$ cat src/rtl/clause_status_collector.sv
// clause_status_collector
// Snapshots the per-clause terminal-cell drive bits (csat/imp/conflict) and
// cmax_lvl on request, then scans one clause per cycle and publishes a
// registered summary (conflict, first conflicting clause, conflict level,
// first implying clause, implying count, all-satisfied) for the sat_engine FSM.
//
// Optional build macro: COLLECT_EARLY_EXIT_EN
//   When defined, the scan stops at the first conflicting clause; results then
//   cover clauses 0..cid only and all_sat_o is forced low.
//
// state | meaning
// IDLE  | waiting for start_i; results hold from the previous pass
// SCAN  | evaluating snapshot clause idx_q, one per cycle
// DONE  | one-cycle done_o pulse, results valid
module clause_status_collector #(
  parameter int NUM_C     = 8,
  parameter int WIDTH_LVL = 16,
  parameter int WIDTH_CID = 3,
  parameter int WIDTH_CNT = 4
) (
  input  logic                       clk,
  input  logic                       rst,
  input  logic                       start_i,
  input  logic [NUM_C-1:0]           csat_drv_i,
  input  logic [NUM_C-1:0]           imp_drv_i,
  input  logic [NUM_C-1:0]           conflict_c_drv_i,
  input  logic [NUM_C*WIDTH_LVL-1:0] cmax_lvl_i,
  output logic                       busy_o,
  output logic                       done_o,
  output logic                       conflict_o,
  output logic [WIDTH_CID-1:0]       conflict_cid_o,
  output logic [WIDTH_LVL-1:0]       conflict_lvl_o,
  output logic                       imp_o,
  output logic [WIDTH_CID-1:0]       imp_cid_o,
  output logic [WIDTH_CNT-1:0]       imp_cnt_o,
  output logic                       all_sat_o
);

  typedef enum logic [1:0] {IDLE, SCAN, DONE} state_t;

  localparam logic [WIDTH_CID-1:0] LAST_IDX = WIDTH_CID'(NUM_C - 1);
  localparam logic [WIDTH_CNT-1:0] CNT_MAX  = {WIDTH_CNT{1'b1}};

  state_t                     state_q;
  logic [WIDTH_CID-1:0]       idx_q;

  // Snapshot taken at the accepting edge; live inputs are not looked at again.
  logic [NUM_C-1:0]           snap_csat_q;
  logic [NUM_C-1:0]           snap_imp_q;
  logic [NUM_C-1:0]           snap_conf_q;
  logic [NUM_C*WIDTH_LVL-1:0] snap_lvl_q;

  // Running accumulators; published to the outputs only when the scan ends.
  logic                       acc_conf_q,    acc_conf_d;
  logic [WIDTH_CID-1:0]       acc_cid_q,     acc_cid_d;
  logic [WIDTH_LVL-1:0]       acc_lvl_q,     acc_lvl_d;
  logic                       acc_imp_q,     acc_imp_d;
  logic [WIDTH_CID-1:0]       acc_imp_cid_q, acc_imp_cid_d;
  logic [WIDTH_CNT-1:0]       acc_cnt_q,     acc_cnt_d;
  logic                       acc_sat_q,     acc_sat_d;
  logic                       scan_last;

  logic                       cur_conf;
  logic                       cur_imp;
  logic                       cur_csat;
  logic [WIDTH_LVL-1:0]       cur_lvl;

  // Fold the clause at idx_q into the accumulators and decide if the scan ends.
  always_comb begin
    cur_conf      = snap_conf_q[idx_q];
    cur_imp       = snap_imp_q[idx_q];
    cur_csat      = snap_csat_q[idx_q];
    cur_lvl       = snap_lvl_q[int'(idx_q) * WIDTH_LVL +: WIDTH_LVL];

    acc_conf_d    = acc_conf_q;
    acc_cid_d     = acc_cid_q;
    acc_lvl_d     = acc_lvl_q;
    acc_imp_d     = acc_imp_q;
    acc_imp_cid_d = acc_imp_cid_q;
    acc_cnt_d     = acc_cnt_q;
    acc_sat_d     = acc_sat_q;
    scan_last     = (idx_q == LAST_IDX);

    if (cur_conf) begin
      acc_conf_d = 1'b1;
      if (!acc_conf_q) acc_cid_d = idx_q;
      if (cur_lvl > acc_lvl_q) acc_lvl_d = cur_lvl;
    end

    if (cur_imp) begin
      acc_imp_d = 1'b1;
      if (!acc_imp_q) acc_imp_cid_d = idx_q;
      if (acc_cnt_q != CNT_MAX) acc_cnt_d = acc_cnt_q + 1'b1;
    end

    if (!cur_csat) acc_sat_d = 1'b0;

`ifdef COLLECT_EARLY_EXIT_EN
    // First conflict ends the pass; its level is the only one that counts.
    if (cur_conf) begin
      scan_last = 1'b1;
      acc_lvl_d = cur_lvl;
      acc_sat_d = 1'b0;
    end
`endif
  end

  // Sequencer FSM with snapshot, accumulators and registered result outputs.
  always_ff @(posedge clk) begin
    if (rst) begin
      state_q        <= IDLE;
      idx_q          <= '0;
      snap_csat_q    <= '0;
      snap_imp_q     <= '0;
      snap_conf_q    <= '0;
      snap_lvl_q     <= '0;
      acc_conf_q     <= 1'b0;
      acc_cid_q      <= '0;
      acc_lvl_q      <= '0;
      acc_imp_q      <= 1'b0;
      acc_imp_cid_q  <= '0;
      acc_cnt_q      <= '0;
      acc_sat_q      <= 1'b0;
      busy_o         <= 1'b0;
      done_o         <= 1'b0;
      conflict_o     <= 1'b0;
      conflict_cid_o <= '0;
      conflict_lvl_o <= '0;
      imp_o          <= 1'b0;
      imp_cid_o      <= '0;
      imp_cnt_o      <= '0;
      all_sat_o      <= 1'b0;
    end else begin
      case (state_q)
        IDLE: begin
          done_o <= 1'b0;
          busy_o <= 1'b0;
          if (start_i) begin
            snap_csat_q    <= csat_drv_i;
            snap_imp_q     <= imp_drv_i;
            snap_conf_q    <= conflict_c_drv_i;
            snap_lvl_q     <= cmax_lvl_i;
            acc_conf_q     <= 1'b0;
            acc_cid_q      <= '0;
            acc_lvl_q      <= '0;
            acc_imp_q      <= 1'b0;
            acc_imp_cid_q  <= '0;
            acc_cnt_q      <= '0;
            acc_sat_q      <= 1'b1;
            conflict_o     <= 1'b0;
            conflict_cid_o <= '0;
            conflict_lvl_o <= '0;
            imp_o          <= 1'b0;
            imp_cid_o      <= '0;
            imp_cnt_o      <= '0;
            all_sat_o      <= 1'b0;
            idx_q          <= '0;
            busy_o         <= 1'b1;
            state_q        <= SCAN;
          end
        end
        SCAN: begin
          acc_conf_q    <= acc_conf_d;
          acc_cid_q     <= acc_cid_d;
          acc_lvl_q     <= acc_lvl_d;
          acc_imp_q     <= acc_imp_d;
          acc_imp_cid_q <= acc_imp_cid_d;
          acc_cnt_q     <= acc_cnt_d;
          acc_sat_q     <= acc_sat_d;
          if (scan_last) begin
            conflict_o     <= acc_conf_d;
            conflict_cid_o <= acc_cid_d;
            conflict_lvl_o <= acc_lvl_d;
            imp_o          <= acc_imp_d;
            imp_cid_o      <= acc_imp_cid_d;
            imp_cnt_o      <= acc_cnt_d;
            all_sat_o      <= acc_sat_d;
            done_o         <= 1'b1;
            state_q        <= DONE;
          end else begin
            idx_q <= idx_q + 1'b1;
          end
        end
        DONE: begin
          done_o  <= 1'b0;
          busy_o  <= 1'b0;
          state_q <= IDLE;
        end
        default: begin
          done_o  <= 1'b0;
          busy_o  <= 1'b0;
          state_q <= IDLE;
        end
      endcase
    end
  end

endmodule

$ cat config.mk
export PLATFORM = sky130hd
export DESIGN_NAME = clause_status_collector
export DESIGN_NICKNAME = d
export VERILOG_FILES = /design/src/rtl/clause_status_collector.sv
export SDC_FILE = /design/constraint.sdc
export NUM_CORES = 1
export LEC_CHECK = 0
export ABC_AREA = 0
export BUFFER_PORTS_ARGS = -buffer_cell sky130_fd_sc_hd__buf_4
export CORE_MARGIN = 2
export CORE_UTILIZATION = 45
export DETAILED_ROUTE_END_ITERATION = 12
export MAX_ROUTING_LAYER = met4
export PLACE_DENSITY = 0.71
export SYNTH_ARGS = -nofsm -noshare
export SYNTH_HDL_FRONTEND = slang
export SYNTH_SLANG_ARGS = --single-unit
$ cat constraint.sdc
create_clock -name clk -period 4.51 [get_ports clk]
set_input_delay 0.451 -clock clk [delete_from_list [all_inputs] [get_ports clk]]
set_output_delay 0.451 -clock clk [all_outputs]
set_load 0.01 [all_outputs]
## Word level (Yosys, flattened, before mapping)

Index checks and enable logic that the tools add are counted.

| word-level totals | value |
|---|---|
| register bits | 217 |
| latch bits | 0 |
| bits in writable memories | 0 |
| ROM bits | 0 |
| bits of input ports | 155 |
| output and inout bits | 31 |
| word-level logic and storage cells | 92 |
| memories kept | 0 |

| operators by class | value |
|---|---|
| add/sub/neg operators | 2 |
| multiply operators | 0 |
| divide/modulo/power cells | 0 |
| order comparisons | 2 |
| equality and inequality tests | 6 |
| shift operators | 1 |
| mux-type cells | 50 |
| bitwise operators | 1 |
| reduce and logical (&&, ||, !) cells | 8 |

Operators with widths:

| kind | number |
|---|---|
| $shiftx 128x8->16 | 1 |
| $mux 16 | 4 |
| $pmux 16 s2 | 2 |
| $pmux 3 s2 | 5 |
| $mux 3 | 8 |
| $gt 16x16->1 | 1 |
| $mux 4 | 4 |
| $pmux 4 s2 | 2 |
| $pmux 1 s2 | 7 |
| $mux 1 | 12 |
| $bmux 1 s3 | 3 |
| $ne 2x2->1 const B | 3 |
| $reduce_and 2->1 | 3 |
| $reduce_and 3->1 | 2 |
| $add 4x1->4 const B | 1 |
| $lt 3x4->1 const B | 1 |
| $mux 2 | 2 |
| $ne 4x4->1 const B | 1 |
| $pmux 2 s2 | 1 |
| $add 3x1->3 const B | 1 |
| $eq 3x3->1 const B | 1 |
| $eq 2x1->1 const B | 1 |
| $logic_not 2->1 | 1 |
| $reduce_bool 2->1 | 1 |
| other kinds (2) | 2 |

## Logic depth before layout (Yosys ltp)

Gate-level depths: netlist of the first run.

| logic depth | value |
|---|---|
| word-level depth | 6 |
| depth in mapped cells | 15 |
| mapped depth without buffers | 10 |

## Worst setup path after synthesis of the first run

OpenSTA, ideal clock, no wires.

| timing | value |
|---|---|
| path type | flip-flop to flip-flop |
| start point | reg idx_q[0] |
| end point | reg conflict_lvl_o[7] |
| setup time | 0.130 ns |
| data arrival time | 3.193 ns |
| data required time | 4.380 ns |
| path slack | 1.187 ns |
| stages on the path, launching flop included | 16 |
| buffers on the path | 5 |
| period minus slack after synthesis | 3.323 ns |
| cell sequence | dfxtp_1 -> buf_6 -> buf_2 -> buf_2 -> mux4_2 -> mux2i_1 -> inv_1 -> ha_1 -> nand4_1 -> nor3_1 -> a21boi_0 -> o31a_1 -> buf_6 -> buf_2 -> mux2i_1 -> o31ai_1 |

| on the way | value |
|---|---|
| longest elaborated chain between the ends | 6 |
| elaborated cells on any way between the ends | 11 |
| classes of those cells | order compare (1); eq/ne (2); shift (1); mux (6); reduce/logical (1) |

Ends and longest elaborated chain:

| element | line | RTL |
|---|---|---|
| start, declared | 45 | `logic [WIDTH_CID-1:0] idx_q;` |
| start signal, assigned | 181 | `idx_q <= idx_q + 1'b1;` |
| $shiftx 128x8->16 | 73 | `cur_lvl = snap_lvl_q[int'(idx_q) * WIDTH_LVL +: WIDTH_LVL];` |
| $gt 16x16->1 | 87 | `if (cur_lvl > acc_lvl_q) acc_lvl_d = cur_lvl;` |
| $mux 16 | 87 |  |
| $mux 16 | 84 | `if (cur_conf) begin` |
| $mux 16 | 170 | `if (scan_last) begin` |
| $pmux 16 s2 | 134 | `case (state_q)` |
| end signal, assigned | 173 | `conflict_lvl_o <= acc_lvl_d;` |
| end, declared | 32 | `output logic [WIDTH_LVL-1:0] conflict_lvl_o,` |

Several ways; a longest one is shown, not always the timed one. The select of a mux whose other input is x is not followed.
A chain may end at the register's enable or synchronous reset.

## Final worst setup path of the first run

| timing | value |
|---|---|
| start point | reg idx_q[1] |
| end point | reg conflict_lvl_o[4] |

Same word-level chain as after synthesis.

==> results of run 1 <==
==> synth_stat cells (2+ instances only) <==
cell type	instances
a22oi_1	7
nand3_1	31
dfxtp_1	217
inv_1	36
mux4_2	38
buf_2	12
clkbuf_1	62
nor2b_1	2
o21bai_1	2
nand4_1	3
ha_1	19
nand2_1	321
a32oi_1	4
a211oi_1	2
buf_1	15
or3_1	2
nor4_1	30
nor2_1	48
mux2i_1	40
nor3_1	8
mux2i_4	2
buf_6	4
o21ai_0	9
a21o_1	3
o31ai_1	15
a21oi_1	184
==> cells by family (layout without fill, tap and decap cells) <==
group,Yosys count,after routing
AND/OR/NAND/NOR,449,449
buffers and inverters,129,279
AO/OA/AOI/OAI,241,241
adder cells (fa/ha/maj),19,19
other,0,1
XOR/XNOR,1,1
flip-flops,217,217
multiplexers,81,81
==> cells in the final DEF, fill, tap and decap left out, drive strengths merged, types with 2 or more instances in the layout <==
| master | n |
|---|---|
| inv | 36 |
| dfxtp | 217 |
| a211oi | 2 |
| nor3 | 8 |
| a32oi | 4 |
| bufinv | 5 |
| buf | 203 |
| ha | 19 |
| nand3 | 31 |
| o211ai | 2 |
| nor2 | 48 |
| o31ai | 15 |
| a21oi | 185 |
| a22oi | 7 |
| or3 | 2 |
| clkbuf | 32 |
| o21ai | 10 |
| clkinv | 2 |
| o21bai | 2 |
| mux2i | 42 |
| nand4 | 3 |
| mux4 | 38 |
| nor2b | 2 |
| a21o | 3 |
| nor4 | 30 |
| nand2 | 321 |
==> per-stage QoR <==
| step | instances | instance area [um^2] | hold WS, ns | util, % |
|---|---|---|---|---|
| after floorplan | 1137 | 9620 | 0.433 | - |
| after global placement | 1522 | 11100 | 0.440 | 53.0 |
| after detailed placement | 1522 | 11100 | 0.444 | 53.0 |
| after CTS | 1562 | 12000 | 0.185 | 56.9 |
| after global routing | 1563 | 12000 | 0.188 | 56.9 |
| final | 1563 | 12000 | 0.195 | 56.9 |
==> sequential cells by signal, indices dropped and copies added, names as in the netlist <==
name	cells
imp_o	1
done_o	1
conflict_lvl_o	16
idx_q	3
acc_cnt_q	4
imp_cnt_o	4
acc_lvl_q	16
all_sat_o	1
acc_imp_cid_q	3
acc_imp_q	1
acc_sat_q	1
conflict_o	1
acc_cid_q	3
imp_cid_o	3
acc_conf_q	1
conflict_cid_o	3
snap_conf_q	8
snap_imp_q	8
snap_lvl_q	128
busy_o	1
state_q	2
snap_csat_q	8
==> final cells by class <==
cell class / count / area [um^2] / share of cell area, %
Antenna cell: 1 / 2.50 / 0.0209
Clock buffer: 32 / 639 / 5.35
Clock inverter: 8 / 168 / 1.40
Inverter: 36 / 135 / 1.13
Multi-Input combinational cell: 791 / 4770 / 39.9
Sequential cell: 217 / 4350 / 36.4
Tap cell: 275 / 344 / 2.88
Timing Repair Buffer: 203 / 1550 / 13.0
==> routing by layer <==
| metal | global-route usage (%) | vias up | share of wire, % |
|---|---|---|---|
| li1 | - | 4181 | - |
| met1 | 32.4 | 3992 | 46 |
| met2 | 36.4 | 236 | 47 |
| met3 | 3.09 | 34 | 5.4 |
| met4 | 5.19 | 0 | 1.8 |
| met5 | - | - | 0 |
==> final timing paths <==
check                                    start                end  slack (ns)  cells after the start
worst max-delay path                  idx_q[1]  conflict_lvl_o[4]        0.57                     12
worst min register to register  snap_conf_q[2]     snap_conf_q[2]        0.45                      2
worst min-delay path            cmax_lvl_i[48]     snap_lvl_q[48]        0.19                      3
worst max register to register        idx_q[1]  conflict_lvl_o[4]        0.57                     12
==> power groups by stage <==
stage	Sequential, mW	Combinational, mW	Clock [mW]
2_1_floorplan	2.11	0.434	0
3_3_place_gp	2.13	0.664	0
3_5_place_dp	2.13	0.674	0
4_1_cts	2.09	0.676	2.05
5_1_grt	2.10	0.746	2.13
6_report	2.09	0.676	2.02
==> worst register-to-register path, stage by stage, from the launching register on <==
cell      delay, ns
dfxtp_2        0.59
buf_4          0.38
mux4_2         0.37
mux2i_1        0.22
inv_1          0.10
ha_1           0.30
nand4_1        0.16
nor3_1         0.34
a21boi_0       0.29
o31a_1         0.42
buf_4          0.31
mux2i_1        0.22
o31ai_1        0.09
==> reports/qor.csv, run 1 <==
stage,metric,value,unit
timing,worst_slew_pin_slew,1.03,ns
synthesis,synth_area,9620,um^2
die,die_h,150,um
synthesis,seq_area_frac_synth,45.1,%
power_and_ir_drop,p_total,4.79,mW
power_and_ir_drop,seqPwrFrac,43.7,%
routing,drt_iter0_markers,626,
placed_design,place_ws,0.615,ns
timing,layout_setup_ws,0.567,ns
min_path,hp-class,input pin to flop,
critical_path,path_cells,buf_4 -> mux4_2 -> mux2i_1 -> inv_1 -> ha_1 -> nand4_1 -> nor3_1 -> a21boi_0 -> o31a_1 -> buf_4 -> mux2i_1 -> o31ai_1,
synthesis,syn-instance-count,1137,
cts,cts_tree,yes,
synthesis,synth_top_family_by_area,simple AND/OR/NAND/NOR gates,
cts,holdBufCountCts,0,
finish,fin_nets,1446,
global_route,grt_start_max_net_pins,119,
critical_path,slowest_stage,dfxtp_2,
finish,syn2layout_area_growth,24.2,%
cts,cts-root-buf,clkbuf_16,
die,start_util,45.8,%
synthesis,synthFlopType,dfxtp_1,
cts,clkLatencyLatePin,0.50,ns
cts,cts_setup_buffers,0,
cts,htree_levels,1,
synthesis,synth_adder_area_share,2.47,%
timing,setup_tns,0,ns
critical_path,slowest_delay,0.59,ns
timing,maxSlewHeadroom,31.6,%
timing,fmax,254,MHz
power_and_ir_drop,powerDensity,400,nW/um^2
synthesis,synth_xor_area_share,0.0910,%
critical_path,crit_type,flop to flop,
outcome,outcome,completed,
cts,clk_pin_slew_worst_paths,0.06,ns
routing,num_vias,8443,
power_and_ir_drop,vdd_drop_max,260,uV
finish,n_fill_cell,1902,
synthesis,yosysWarnings,0,
cts,cts_buffers,23,
job,cap_violations,0,
critical_path,crit_required,4.86,ns
cts,cts_resized,0,
timing,fin_skew,0.00964,ns
cts,clk_path_buf_depth,3,
power_and_ir_drop,combPwrFrac,14.1,%
die,pin_count,186,
critical_path,crit_fanout,17,
critical_path,crit_family,compound AO/OA/AOI/OAI gates,
routing,antenna_left,0,
synthesis,synth.top_cell.area_share,45.1,%
global_route,grt_pass1_wl,40900,um
power_and_ir_drop,p_leak,4.68,nW
global_route,grt_pass1_vias,7923,
critical_path,critPathArrivalTime,4.29,ns
placed_design,io_buffer_count,185,
routing,firstDrtPassIters,4,
synthesis,synth-edff-count,0,
routing,routed_wl,25900,um
timing,finalCritPeriodShare,87.4,%
global_route,antenna_found_initial,1,
critical_path,crit_path_end_kind,flop,
power_and_ir_drop,switching_power,1.20,mW
timing,rsz0062_at_grt,no,
timing,finalSetupViolCount,0,
cts,cts_sinks,217,
placed_design,dpl.hpwl,18200,um
power_and_ir_drop,switching_share,25.1,%
synthesis,synth-compound-area-share,14.0,%
synthesis,syn_area_per_cell,8.46,um^2
routing,drc,0,
synthesis,async_reset_ff_share,0,%
global_route,overflow,0,
routing,wl_per_cell,16.6,um
synthesis,synth-simple-area-share,19.2,%
placed_design,gp_congestion,0.861,
die,core-area,21000,um^2
die,die-area,22600,um^2
die,die_w,150,um
synthesis,yosys_register_bits,217,
finish,drive_gt1_share,22.4,%
synthesis,synthMuxAreaShare,13.6,%
timing,drv_slew,0,
critical_path,startpoint_type,flop,
power_and_ir_drop,clock_power_share,42.2,%
synthesis,postSynthNetCount,1311,
critical_path,path_buf_inv,3,
power_and_ir_drop,p_int,3.59,mW
synthesis,synth.distinct_cells,47,
synthesis,yosysTopAreaCell,dfxtp_1,
timing,hold_violations,0,
global_route,track_usage,23.3,%
timing,min_period,3.94,ns
routing,viasPerCell,5.40,
die,rows,53,
synthesis,synth.area.top_cells,"dfxtp_1, nand2_1, a21oi_1",
Power figures use the tool's default switching activity.
==> run 2, diff against run 1 <==
Clock period 4.51 ns to 4.1 ns, I/O delays scaled along.
==> run 2 against run 1 <==
Compared with the run above:
- register-to-register slack worse by 0.09 ns
- fmax increased by 8.8%
- critical path depth unchanged
- wire length grew 2.6%
- non-clock buffer count unchanged
- count of clock-buffer cells in the layout increased by 2
- largest power group unchanged
- flip-flop and latch count unchanged
- final cell count about the same
- critical path type unchanged
- clock skew grew 0.0042 ns
==> reports/qor.csv, run 2 (same netlist as run 1, synthesis figures left out) <==
stage,metric,value,unit
outcome,outcome,completed,
routing,routed_wl,26600,um
cts,clk_pin_slew_worst_paths,0.06,ns
cts,cts_tree,yes,
critical_path,crit_type,flop to flop,
global_route,antenna_found_initial,0,
finish,largest_reg_flops,128,
timing,maxSlewHeadroom,24.8,%
finish,syn2layout_area_growth,23.7,%
critical_path,crit_path_end_kind,flop,
routing,wl_per_cell,17.0,um
critical_path,slowest_delay,0.54,ns
timing,hold_violations,0,
cts,cts_buffers,23,
global_route,grt_start_max_net_pins,156,
placed_design,gp_congestion,0.841,
global_route,grt_pass1_vias,8310,
placed_design,dpl.hpwl,18800,um
die,rows,53,
critical_path,path_buf_inv,3,
finish,fin_nets,1446,
timing,min_period,3.62,ns
critical_path,crit_required,4.44,ns
routing,firstDrtPassIters,5,
global_route,track_usage,24.7,%
global_route,overflow,0,
critical_path,critPathArrivalTime,3.96,ns
die,pin_count,186,
die,die_h,150,um
die,start_util,45.8,%
routing,viasPerCell,5.41,
routing,antenna_left,0,
timing,fin_skew,0.0139,ns
finish,layout_commonest_cell,nand2_1,
critical_path,crit_fanout,33,
die,core-area,21000,um^2
finish,final_cell_mix,"nand2_1, dfxtp_1, buf_4",
timing,drv_slew,0,
finish,largest_register,snap_lvl_q,
timing,setup_tns,0,ns
timing,rsz0062_at_grt,no,
die,die-area,22600,um^2
power_and_ir_drop,seqPwrFrac,45.7,%
finish,n_fill_cell,1906,
cts,clkLatencyLatePin,0.51,ns
power_and_ir_drop,switching_share,26.4,%
critical_path,slowest_stage,mux4_2,
global_route,grt_pass1_wl,42800,um
timing,finalSetupViolCount,0,
power_and_ir_drop,p_leak,4.67,nW
timing,fmax,276,MHz
power_and_ir_drop,p_int,3.71,mW
critical_path,cpMostUsedCell,mux2i_1,
cts,cts-root-buf,clkbuf_16,
power_and_ir_drop,vdd_drop_max,251,uV
power_and_ir_drop,powerDensity,424,nW/um^2
power_and_ir_drop,clock_power_share,39.4,%
placed_design,io_buffer_count,185,
power_and_ir_drop,p_total,5.05,mW
routing,num_vias,8468,
routing,drc,0,
job,cap_violations,0,
cts,htree_levels,1,
critical_path,startpoint_type,flop,
power_and_ir_drop,combPwrFrac,14.9,%
routing,drt_iter0_markers,745,
critical_path,path_cells,buf_12 -> mux4_2 -> mux2i_1 -> inv_1 -> ha_1 -> nand4_1 -> nor3_1 -> a21boi_0 -> o31a_1 -> buf_4 -> mux2i_1 -> o31ai_1,
finish,drive_gt1_share,22.7,%
timing,worst_slew_pin_slew,1.13,ns
die,die_w,150,um
critical_path,crit_family,multiplexers,
power_and_ir_drop,switching_power,1.33,mW
min_path,hp-class,input pin to flop,
finish,antenna_cells,0,
finish,largestRegisters,"snap_lvl_q (128), acc_lvl_q (16), conflict_lvl_o (16)",
cts,cts_sinks,217,
cts,clk_path_buf_depth,3,
timing,finalCritPeriodShare,88.4,%
[run 2: path summary, 6_finish.rpt]
kind,to,cells after the start,slack (ns),startpoint
worst max-delay path,conflict_lvl_o[10],12,0.48,idx_q[0]
worst min-delay path,snap_lvl_q[48],3,0.15,cmax_lvl_i[48]
worst max register to register,conflict_lvl_o[10],12,0.48,idx_q[0]
worst min register to register,imp_cnt_o[2],2,0.45,imp_cnt_o[2]
[run 2: through the flow]
| stage | instances | hold slack (ns) | setup WS [ns] | cell area, um^2 | utilization, % |
|---|---|---|---|---|---|
| after global routing | 1564 | 0.144 | 0.205 | 11900 | 56.6 |
| after floorplan | 1137 | 0.433 | 0.777 | 9620 | - |
| after detailed placement | 1521 | 0.445 | 0.252 | 11200 | 53.1 |
| after CTS | 1563 | 0.134 | 0.189 | 11900 | 56.6 |
| final | 1564 | 0.148 | 0.476 | 11900 | 56.6 |
| after global placement | 1521 | 0.440 | 0.459 | 11200 | 53.1 |
[run 2: layer usage]
| metal | track usage, % | wire [um] | vias up |
|---|---|---|---|
| met5 | - | 0 | - |
| met4 | 8.35 | 822 | 0 |
| met3 | 3.06 | 1410 | 52 |
| met2 | 38.8 | 12800 | 254 |
| met1 | 33.1 | 11600 | 3983 |
| li1 | - | - | 4179 |
[run 2: repair_timing]
item,in CTS,in global routing
resized for setup,0,1
hold buffers,0,0
setup endpoints to repair,0,11
buffers inserted,0,1
[run 2: power groups by stage]
stage / sequential, mW / clock, mW / combinational [mW]
4_1_cts: 2.31 / 2.02 / 0.750
3_3_place_gp: 2.35 / 0 / 0.730
3_5_place_dp: 2.35 / 0 / 0.745
2_1_floorplan: 2.32 / 0 / 0.478
6_report: 2.31 / 1.99 / 0.751
5_1_grt: 2.32 / 2.12 / 0.827
[run 2: area by class of cell]
class / count / area, um^2 / share of cell area (%)
inverters: 36 / 135 / 1.13
multi-input cells: 791 / 4770 / 40.0
flip-flops and latches: 217 / 4350 / 36.5
clock buffers: 34 / 687 / 5.77
well taps: 275 / 344 / 2.89
clock inverters: 8 / 47.5 / 0.399
repair buffers: 203 / 1580 / 13.2
[run 2: worst register-to-register path: stages (launching register included)]
cell	delay [ns]
dfxtp_2	0.35
buf_12	0.25
mux4_2	0.56
mux2i_1	0.38
inv_1	0.13
ha_1	0.32
nand4_1	0.10
nor3_1	0.24
a21boi_0	0.31
o31a_1	0.22
buf_4	0.22
mux2i_1	0.25
o31ai_1	0.12
==> run 3, diff against run 2 <==
Settings changed: CORE_UTILIZATION 45 to 35, PLACE_DENSITY 0.71 to 0.59.
==> run 3 against run 2 <==
Compared with the run above:
- utilization down 12 points
- global-route usage down 4.9 points
- critical path type unchanged
- combinational power up 2%
- largest cell class unchanged
==> reports/qor.csv, run 3 (same netlist as run 1, synthesis figures left out) <==
stage,metric,value,unit
cts,htree_levels,1,
critical_path,startpoint_type,flop,
finish,layoutNonFillerInstCount,1634,
placed_design,io_buffer_count,185,
placed_design,placed_cell_area,11300,um^2
cts,clk_pin_slew_worst_paths,0.06,ns
finish,fin_area,12100,um^2
placed_design,place_ws,0.375,ns
critical_path,critPathArrivalTime,4.17,ns
placed_design,dpl.hpwl,19300,um
routing,wl_per_cell,17.3,um
finish,antenna_cells,0,
cts,cts_tree,yes,
power_and_ir_drop,clock_power_share,41.2,%
finish,layout_commonest_cell,nand2_1,
routing,routed_wl,28200,um
global_route,grt_start_max_net_pins,118,
finish,largest_reg_flops,128,
global_route,antenna_found_initial,0,
finish,fin_nets,1450,
outcome,outcome,completed,
routing,firstDrtPassIters,6,
cts,cts-root-buf,clkbuf_16,
finish,largestRegisters,"snap_lvl_q (128), acc_lvl_q (16), conflict_lvl_o (16)",
timing,worst_slew_pin_slew,1.05,ns
timing,hold_violations,0,
routing,viasPerCell,5.18,
routing,num_vias,8458,
finish,syn2layout_area_growth,25.4,%
die,die_h,170,um
power_and_ir_drop,seqPwrFrac,44.0,%
cts,cts_resized,0,
global_route,track_usage,19.7,%
die,core-area,27000,um^2
critical_path,crit_fanout,31,
critical_path,crit_path_end_kind,flop,
job,cap_violations,0,
power_and_ir_drop,switching_power,1.40,mW
timing,min_period,3.80,ns
timing,fmax,263,MHz
power_and_ir_drop,powerDensity,432,nW/um^2
power_and_ir_drop,switching_share,26.8,%
die,pin_count,186,
timing,setup_tns,0,ns
timing,rsz0062_at_grt,no,
placed_design,gp_congestion,0.811,
timing,finalSetupViolCount,0,
routing,antenna_left,0,
global_route,grt_pass1_wl,43700,um
cts,holdBufCountCts,0,
cts,clkLatencyLatePin,0.52,ns
min_path,hp-class,input pin to flop,
die,die-area,28800,um^2
die,die_w,170,um
die,start_util,35.7,%
cts,cts_sinks,217,
routing,drc,0,
placed_design,placedCellCount,1590,
global_route,overflow,0,
timing,holdWs,0.132,ns
global_route,grt_pass1_vias,8075,
cts,cts_buffers,25,
routing,drt_iter0_markers,659,
timing,layout_setup_ws,0.305,ns
timing,maxSlewHeadroom,30.0,%
power_and_ir_drop,p_total,5.21,mW
critical_path,crit_required,4.48,ns
power_and_ir_drop,p_leak,4.71,nW
finish,fin_util,44.8,%
critical_path,crit_type,flop to flop,
timing,fin_skew,0.0109,ns
finish,largest_register,snap_lvl_q,
die,rows,60,
power_and_ir_drop,vdd_drop_max,369,uV
finish,drive_gt1_share,23.0,%
cts,clk_path_buf_depth,3,
power_and_ir_drop,combPwrFrac,14.7,%
power_and_ir_drop,p_int,3.81,mW
cts,cts_setup_buffers,0,
timing,drv_slew,0,
timing,finalCritPeriodShare,92.6,%
finish,final_cell_mix,"nand2_1, dfxtp_1, buf_4",
run 3: area by class of cell:
cell class                 instances  area (um^2)
fill                            2720        14900
multi-input combinational        791         4770
sequential                       217         4350
timing repair buffer             205         1590
clock buffer                      35          743
tap                              341          427
inverter                          36          135
clock inverter                     9         55.1
run 3: power by group through the flow:
stage / Sequential, mW / Clock (mW) / Combinational, mW
3_3_place_gp: 2.34 / 0 / 0.764
3_5_place_dp: 2.34 / 0 / 0.772
4_1_cts: 2.29 / 2.18 / 0.774
2_1_floorplan: 2.32 / 0 / 0.478
5_1_grt: 2.31 / 2.27 / 0.849
6_report: 2.30 / 2.15 / 0.768
run 3: routing by layer:
layer  global-route usage [%]  part of all wire, %  wire length, um  vias up
met1                     27.2                   46            13100     4006
met3                     2.67                  5.2             1480       38
met2                     30.4                   46            13100      216
met5                        -                    0                0        -
li1                         -                    -                -     4198
met4                     5.54                  2.1              590        0
run 3: path summary, 6_finish.rpt:
check,cells after the start,startpoint,end,slack [ns]
hold / removal,3,csat_drv_i[3],snap_csat_q[3],0.13
hold reg to reg,2,snap_csat_q[3],snap_csat_q[3],0.45
setup / recovery,12,idx_q[0],conflict_lvl_o[8],0.30
setup reg to reg,12,idx_q[0],conflict_lvl_o[8],0.30
run 3: worst max-delay path, stage by stage, from the launching register on:
cell	delay, ns
dfxtp_2	0.35
buf_12	0.25
mux4_2	0.56
mux2i_1	0.28
inv_1	0.13
ha_1	0.33
nand4_1	0.15
nor3_1	0.32
a21boi_0	0.34
o31a_1	0.36
buf_4	0.26
mux2i_1	0.21
o31ai_1	0.09
